<file path="config.mk">
export PLATFORM = sky130hd
export DESIGN_NAME = ps2_pkt_assembler
export DESIGN_NICKNAME = d
export VERILOG_FILES = /design/src/rtl/ps2_pkg.sv /design/src/rtl/ps2_byte_timeout.sv /design/src/rtl/ps2_pkt_assembler.sv
export SDC_FILE = /design/constraint.sdc
export NUM_CORES = 1
export LEC_CHECK = 0
export CORE_UTILIZATION = 53
export DETAILED_ROUTE_END_ITERATION = 8
export PLACE_DENSITY_LB_ADDON = 0.25
export SYNTH_ARGS = -nofsm -noshare
export SYNTH_HDL_FRONTEND = slang
export SYNTH_SLANG_ARGS = --single-unit
</file>
<file path="constraint.sdc">
create_clock -name clk_sys -period 2.2 [get_ports clk_sys]
set_clock_uncertainty 0.05 [all_clocks]
set_input_delay 0.66 -clock clk_sys [delete_from_list [all_inputs] [get_ports clk_sys]]
set_output_delay 0.66 -clock clk_sys [all_outputs]
set_load 0.005 [all_outputs]
</file>
<file path="src/rtl/ps2_pkg.sv">
// Shared types and constants for the PS/2 mouse packet path.
// Optional statistics counters are enabled with the PS2_PKT_STATS_EN macro.
package ps2_pkg;

    typedef enum logic [1:0] {PKT_B0, PKT_B1, PKT_B2} ps2_pkt_state_t;

    localparam int SYNC_BIT = 3;

    // Status-byte field positions, for consumers that decode byte0.
    localparam int L_BTN = 0;
    localparam int R_BTN = 1;
    localparam int X_NEG = 4;
    localparam int Y_NEG = 5;
    localparam int X_OVF = 6;
    localparam int Y_OVF = 7;

    function automatic logic is_status_byte(input logic [7:0] b);
        return b[SYNC_BIT];
    endfunction

endpackage

</file>
<file path="src/rtl/ps2_byte_timeout.sv">
// Loadable down-counter that flags when the inter-byte gap inside a packet runs out.
// expired is high once TIMEOUT_CYC-1 enabled cycles have elapsed since the last load.
module ps2_byte_timeout #(
    parameter int TIMEOUT_CYC = 100000
) (
    input  logic clk_sys,
    input  logic rst,
    input  logic load,
    input  logic en,
    output logic expired
);

    localparam int W = $clog2(TIMEOUT_CYC);
    localparam logic [W-1:0] LOAD_VAL = W'(TIMEOUT_CYC - 1);

    logic [W-1:0] count;

    // Holds at zero once expired so the flag stays up until the next load.
    always_ff @(posedge clk_sys) begin
        if (rst) begin
            count <= '0;
        end else if (load) begin
            count <= LOAD_VAL;
        end else if (en && count != '0) begin
            count <= count - W'(1);
        end
    end

    assign expired = (count == '0);

endmodule

</file>
<file path="src/rtl/ps2_pkt_assembler.sv">
// Assembles PS/2 mouse bytes into 3-byte packets with resync on error, bad sync bit or timeout.
// Define PS2_PKT_STATS_EN to add the saturating pkt_cnt/drop_cnt statistics ports.
module ps2_pkt_assembler
    import ps2_pkg::*;
#(
    parameter int TIMEOUT_CYC = 100000
) (
    input  logic        clk_sys,
    input  logic        rst,
    input  logic        byte_vld,
    input  logic [7:0]  byte_data,
    input  logic        byte_err,
`ifdef PS2_PKT_STATS_EN
    output logic [15:0] pkt_cnt,
    output logic [15:0] drop_cnt,
`endif
    output logic        ps2pkt_vlk,
    output logic [23:0] ps2pkt_data
);

    ps2_pkt_state_t state;
    logic [7:0]     byte0;
    logic [7:0]     byte1;
    logic           accept;
    logic           pkt_done;
    logic           expired;

    assign accept   = byte_vld & ~byte_err;
    assign pkt_done = (state == PKT_B2) & accept;

    ps2_byte_timeout #(
        .TIMEOUT_CYC (TIMEOUT_CYC)
    ) u_timeout (
        .clk_sys (clk_sys),
        .rst     (rst),
        .load    (accept),
        .en      (state != PKT_B0),
        .expired (expired)
    );

    // A byte arriving on the expiry cycle takes priority over the timeout.
    always_ff @(posedge clk_sys) begin
        if (rst) begin
            state       <= PKT_B0;
            byte0       <= '0;
            byte1       <= '0;
            ps2pkt_vlk  <= 1'b0;
            ps2pkt_data <= '0;
        end else begin
            ps2pkt_vlk <= 1'b0;
            case (state)
                PKT_B0: begin
                    if (accept && is_status_byte(byte_data)) begin
                        byte0 <= byte_data;
                        state <= PKT_B1;
                    end
                end
                PKT_B1: begin
                    if (byte_vld) begin
                        if (byte_err) begin
                            state <= PKT_B0;
                        end else begin
                            byte1 <= byte_data;
                            state <= PKT_B2;
                        end
                    end else if (expired) begin
                        state <= PKT_B0;
                    end
                end
                PKT_B2: begin
                    if (byte_vld) begin
                        state <= PKT_B0;
                        if (!byte_err) begin
                            ps2pkt_vlk  <= 1'b1;
                            ps2pkt_data <= {byte_data, byte1, byte0};
                        end
                    end else if (expired) begin
                        state <= PKT_B0;
                    end
                end
                default: state <= PKT_B0;
            endcase
        end
    end

`ifdef PS2_PKT_STATS_EN
    logic drop_event;

    assign drop_event = (state == PKT_B0) ? (byte_vld & (byte_err | ~is_status_byte(byte_data)))
                                          : (byte_vld ? byte_err : expired);

    // Counters saturate rather than wrap so long runs never read as few events.
    always_ff @(posedge clk_sys) begin
        if (rst) begin
            pkt_cnt  <= '0;
            drop_cnt <= '0;
        end else begin
            if (pkt_done && pkt_cnt != 16'hFFFF) begin
                pkt_cnt <= pkt_cnt + 16'd1;
            end
            if (drop_event && drop_cnt != 16'hFFFF) begin
                drop_cnt <= drop_cnt + 16'd1;
            end
        end
    end
`endif

endmodule

</file>
After elaboration in Yosys (flattened, before gate mapping)
Cells that the tools add are included.

storage, ports and cells
  input bits = 12
  logic and storage cells = 36
  output and inout bits = 25
  bits in registers = 60

operators by class
  equality and inequality tests = 3
  mux-type cells = 9
  reductions and logical operators = 12
  bitwise gates (word level) = 4
  $add $sub $neg = 1

operators with widths
  cell                   number
  $mux 17                2
  $logic_not 17->1       1
  $reduce_bool 17->1     1
  $sub 17x1->17 const B  1
  $mux 2                 5
  $pmux 2 s3             1
  $reduce_and 3->1       2
  $reduce_bool 2->1      2
  $not 1->1              3
  $reduce_or 3->1        1
  $eq 2x1->1 const B     1
  $eq 2x2->1 const B     1
  $logic_and 1x1->1      2
  $logic_not 2->1        1
  $ne 2x2->1 const B     1
  $reduce_and 2->1       1
  $reduce_or 2->1        1
  $and 1x1->1            1
  $mux 1                 1

Depth between registers and ports, before layout
Gate-level depths: netlist of run 1.

  depth in word-level cells = 5
  depth in mapped cells = 7
  depth with buffers taken out = 6

Hierarchy
From an unflattened synthesis of run 1, not the netlist that was laid out.

unflattened totals
  cell total of the unflattened synthesis = 299
  area, all modules = 2678.8 µm²

modules (own cells, without submodules)
  module             cells each  seq. area each (µm²)  area each (µm²)  times used
  ps2_pkt_assembler  188         860.8                 1737.9           1
  ps2_byte_timeout   111         340.3                 940.9            1

Least setup slack after synthesis of run 1
Ideal clock, no wire load.

  path type = input -> register
  start = input byte_err
  end = register byte1[3]
  path buffers = 1
  stages = 5
  data required time = 2.079 ns
  slack = 0.337 ns
  data arrival time = 1.743 ns
  library setup time = 0.071 ns
  cells stage by stage = nand2b_1 > clkbuf_1 > nor3b_1 > nand2_1 > a21oi_1

on the way
  cells in the longest elaborated chain, start to end = 2

ends and longest elaborated chain
  element                            line                     RTL
  start, declared                    ps2_pkt_assembler.sv:12  input logic byte_err,
  $not 1->1 (no source line)         --
  $reduce_and 3->1 (no source line)  --
  end signal, assigned               ps2_pkt_assembler.sv:63  byte1 <= byte_data;
  end, declared                      ps2_pkt_assembler.sv:23  logic [7:0] byte1;

No other way between the ends.
A chain may end at the register's enable or synchronous reset.

Worst setup path in the final report of run 1
  start = register u_timeout.count[0]
  end = register u_timeout.count[9]

on the way
  cells in the longest elaborated chain, start to end = 3
  elaborated cells on any way between the ends = 6
  classes of those cells = 1 x add/sub; 2 x mux; 3 x reduce/logical

ends and longest elaborated chain
  element                                              line                                            RTL
  start, declared                                      ps2_byte_timeout.sv:16                          logic [W-1:0] count;
  start signal, assigned                               ps2_byte_timeout.sv:25                          count <= count - W'(1);
  $sub 17x1->17 or $reduce_bool 17->1 (tied branches)  ps2_byte_timeout.sv:25, ps2_byte_timeout.sv:24
  $mux 17 or $logic_and 1x1->1 (tied branches)         ps2_byte_timeout.sv:24                          end else if (en && count != '0) begin
  $mux 17 or $reduce_bool 2->1 (tied branches)         --

Several ways; a longest one is shown, not always the timed one. The select of a mux whose other input is x is not followed.

==> flow_summary.toml, run 1 <==
[finish]
drive_gt1_share_pct = 10.9
layout.cells.most_common_list = "69 x nand2_1, 60 x dfxtp_1, 45 x a21oi_1"
fillers = 372
final_core_util_pct = 70.7
final_nets = 347
diodes = 0
area_growth_pct = 26.3
multi_input_area_mm2 = 0.00120
seq_area_mm2 = 0.00120
layout_commonest_cell = "nand2_1"

[setup_path]
required_ps = 2400
arrival_ps = 2300
r2r_end = "u_timeout.count[9]"
timing.rr.start = "u_timeout.count[0]"
crit_path_max_incr_delay_ps = 640
cp-start-kind = "flip-flop"
crit_family = "simple AND/OR/NAND/NOR gates"
critical_path_buf_inv_count = 2
cp-end-kind = "flip-flop"
critical_path.max_fanout = 13
crit_slowest_cell = "or4_2"
r2r_slack_ps = 110
path_cells = "inv_1 > ha_1 > nand2b_1 > nor3_4 > buf_4 > or4_2 > a31oi_1"
critPathKind = "flip-flop to flip-flop"
ff2ff_path_depth = 7

[worst_hold_path]
worstHoldStart = "ps2pkt_data[21]"
hold_end = "ps2pkt_data[21]"
min_path_cells = 2
hp-class = "flip-flop to flip-flop"

[sta]
period_needed_ps = 2090
slew_headroom_pct = 70.4
finalSetupViolations = 0
whs_ps = 402
fin_crit_sh_pct = 95.1
maxSlewViolCount = 0
worstMarginPinSlew_ps = 443
rsz0062_at_grt = "false"
max_freq_mhz = 478
finalHoldViolations = 0

[place]
port_buffers = 36
gp_congestion = 0.830
dp_hpwl_mm = 3.84

[detailed_routing]
wirelength_mm = 5.65
drt_iter0_drc = 177
vias = 2234
detail-route-antenna-nets = 0
wire_per_inst_um = 14.5
avgViaCountPerCell = 5.73
firstDrtPassIters = 5
drc = 0

[floorplanning]
die_area_mm2 = 0.00494
io_pins = 37
die_h_um = 70.3
initial_core_util_pct = 56.0
core_area_mm2 = 0.00441
die_x_um = 70.3
num_rows = 24

[synth]
synth-warning-count = 0
syn_inst = 291
synth_top_area_share_pct = 48.6
seq_area_frac_synth_pct = 48.6
synth.distinct_cells = 35
syn_nets = 305
synth_area_leaders = "dfxtp_1 49%, nand2_1 10%, a21oi_1 9.1%"
synth-seq-cells = 60
synth_area_mm2 = 0.00247
syn_area_per_cell_um2 = 8.49
synth.largest_area_cell = "dfxtp_1"

[pwr]
power_density_mw_per_mm2 = 718
irDropWorstVdd_v = 0.000412
power.leakage_nw = 1.08

[outcome]
status = "finished, final reports clean"

[cts]
hold_buffers = 0
post_cts_buffers = 0
cts.sinks = 60
cts_tree = "done"
cts_buffer_depth = 2
post_cts_resized = 0
cts_buffers = 9
clk_latency_ps = 330
clk_pin_slew_ps = 60
h-tree-depth = 3
clk_root_buffer_cell = "clkbuf_8"

[flow_run]
max-cap-violations = 0

[global_routing]
antenna_found_initial = 0
grt_pass1_wl_mm = 9.40
grt_max_degree = 27
grt_use_total_pct = 24.6
grt_pass1_vias = 2022
grt-ovfl-total = 0
[worst min-delay path, cell delays in order, from the launching register on]
cell	delay (ps)
dfxtp_1	310
nand2_1	50
a21oi_1	50
[Yosys cell counts]
| cell | number |
|---|---|
| a211o_1 | 1 |
| nor2b_1 | 2 |
| a2111o_1 | 1 |
| nor3_4 | 2 |
| dfxtp_1 | 60 |
| o21ai_0 | 6 |
| o41ai_4 | 1 |
| nor2_1 | 11 |
| or4_4 | 3 |
| nand3_1 | 4 |
| mux2i_1 | 7 |
| nor4_1 | 7 |
| clkbuf_1 | 13 |
| a211oi_1 | 1 |
| a2111oi_0 | 1 |
| or4_2 | 1 |
| nand4_1 | 1 |
| buf_1 | 1 |
| o41ai_1 | 1 |
| or4_1 | 8 |
| nand3b_1 | 3 |
| nor3_1 | 4 |
| a31oi_1 | 6 |
| a21oi_1 | 45 |
| buf_2 | 1 |
| inv_1 | 3 |
| nand2_1 | 69 |
| nand2b_1 | 3 |
| and2_1 | 1 |
| ha_1 | 2 |
| nor3b_1 | 4 |
| or3_1 | 6 |
| buf_4 | 1 |
| o31ai_1 | 8 |
| or2_2 | 3 |
[worst max-delay path by stage]
stage	slack, ps	cells after the start	start	endpoint
floorplan	340	5	byte_err	byte1[3]
global placement	-40	6	byte_vld	byte1[3]
detailed placement	-160	6	byte_vld	byte1[3]
CTS	120	7	u_timeout.count[0]	u_timeout.count[9]
global route	50	7	u_timeout.count[0]	u_timeout.count[9]
finish	110	7	u_timeout.count[0]	u_timeout.count[9]
[area by class of cell]
type	count	area share, %
flip-flops and latches	60	38.5
multi-input cells	212	38.4
repair buffers	47	15.2
clock buffers	12	4.65
well taps	52	2.09
clock inverters	4	0.802
inverters	3	0.361
[layer usage]
metal	track usage, %	vias to the layer above	wire (µm)
met3	8.08	2	282
li1	-	1119	-
met2	37.5	70	2640
met1	32.4	1043	2700
met4	8.67	0	36
met5	0	-	0
[registers in the layout, summed over array words and instances (netlist names)]
name / cells
ps2pkt_data: 24
u_timeout.count: 17
byte0: 8
byte1: 8
state: 2
ps2pkt_vlk: 1
[metrics by stage]
stage	cell area, µm²	TNS (ps)	total power, mW	instances	setup WS, ps
floorplan	2470	0	1.32	291	337
global placement	2950	-278	1.40	374	-39.1
detailed placement	2950	-951	1.41	374	-156
CTS	3120	0	2.25	390	120
global route	3120	0	2.33	390	48.3
finish	3120	0	2.24	390	107
[cell families after synthesis]
group                    Yosys count  share of synthesized area (%)
flip-flops                        60                           48.6
adder cells (fa/ha/maj)            2                           1.01
AND/OR/NAND/NOR                  132                           27.2
AO/OA/AOI/OAI                     71                           17.2
buffers and inverters             19                           3.09
multiplexers                       7                           2.84
[power breakdown]
part	total, mW	switching (mW)	internal (mW)	leakage, nW
sequential	1.14	0.0274	1.11	0.486
combinational	0.248	0.145	0.103	0.510
clock	0.851	0.416	0.436	0.0824
total	2.24	0.588	1.65	1.08
Note: power is estimated with default switching activity, not from simulation.
==> run 2: changes to the inputs <==
SLEW_MARGIN = 20   (was default)
==> results of run 2 <==
No change in the layout: final DEF, timing and power equal those of run 1.
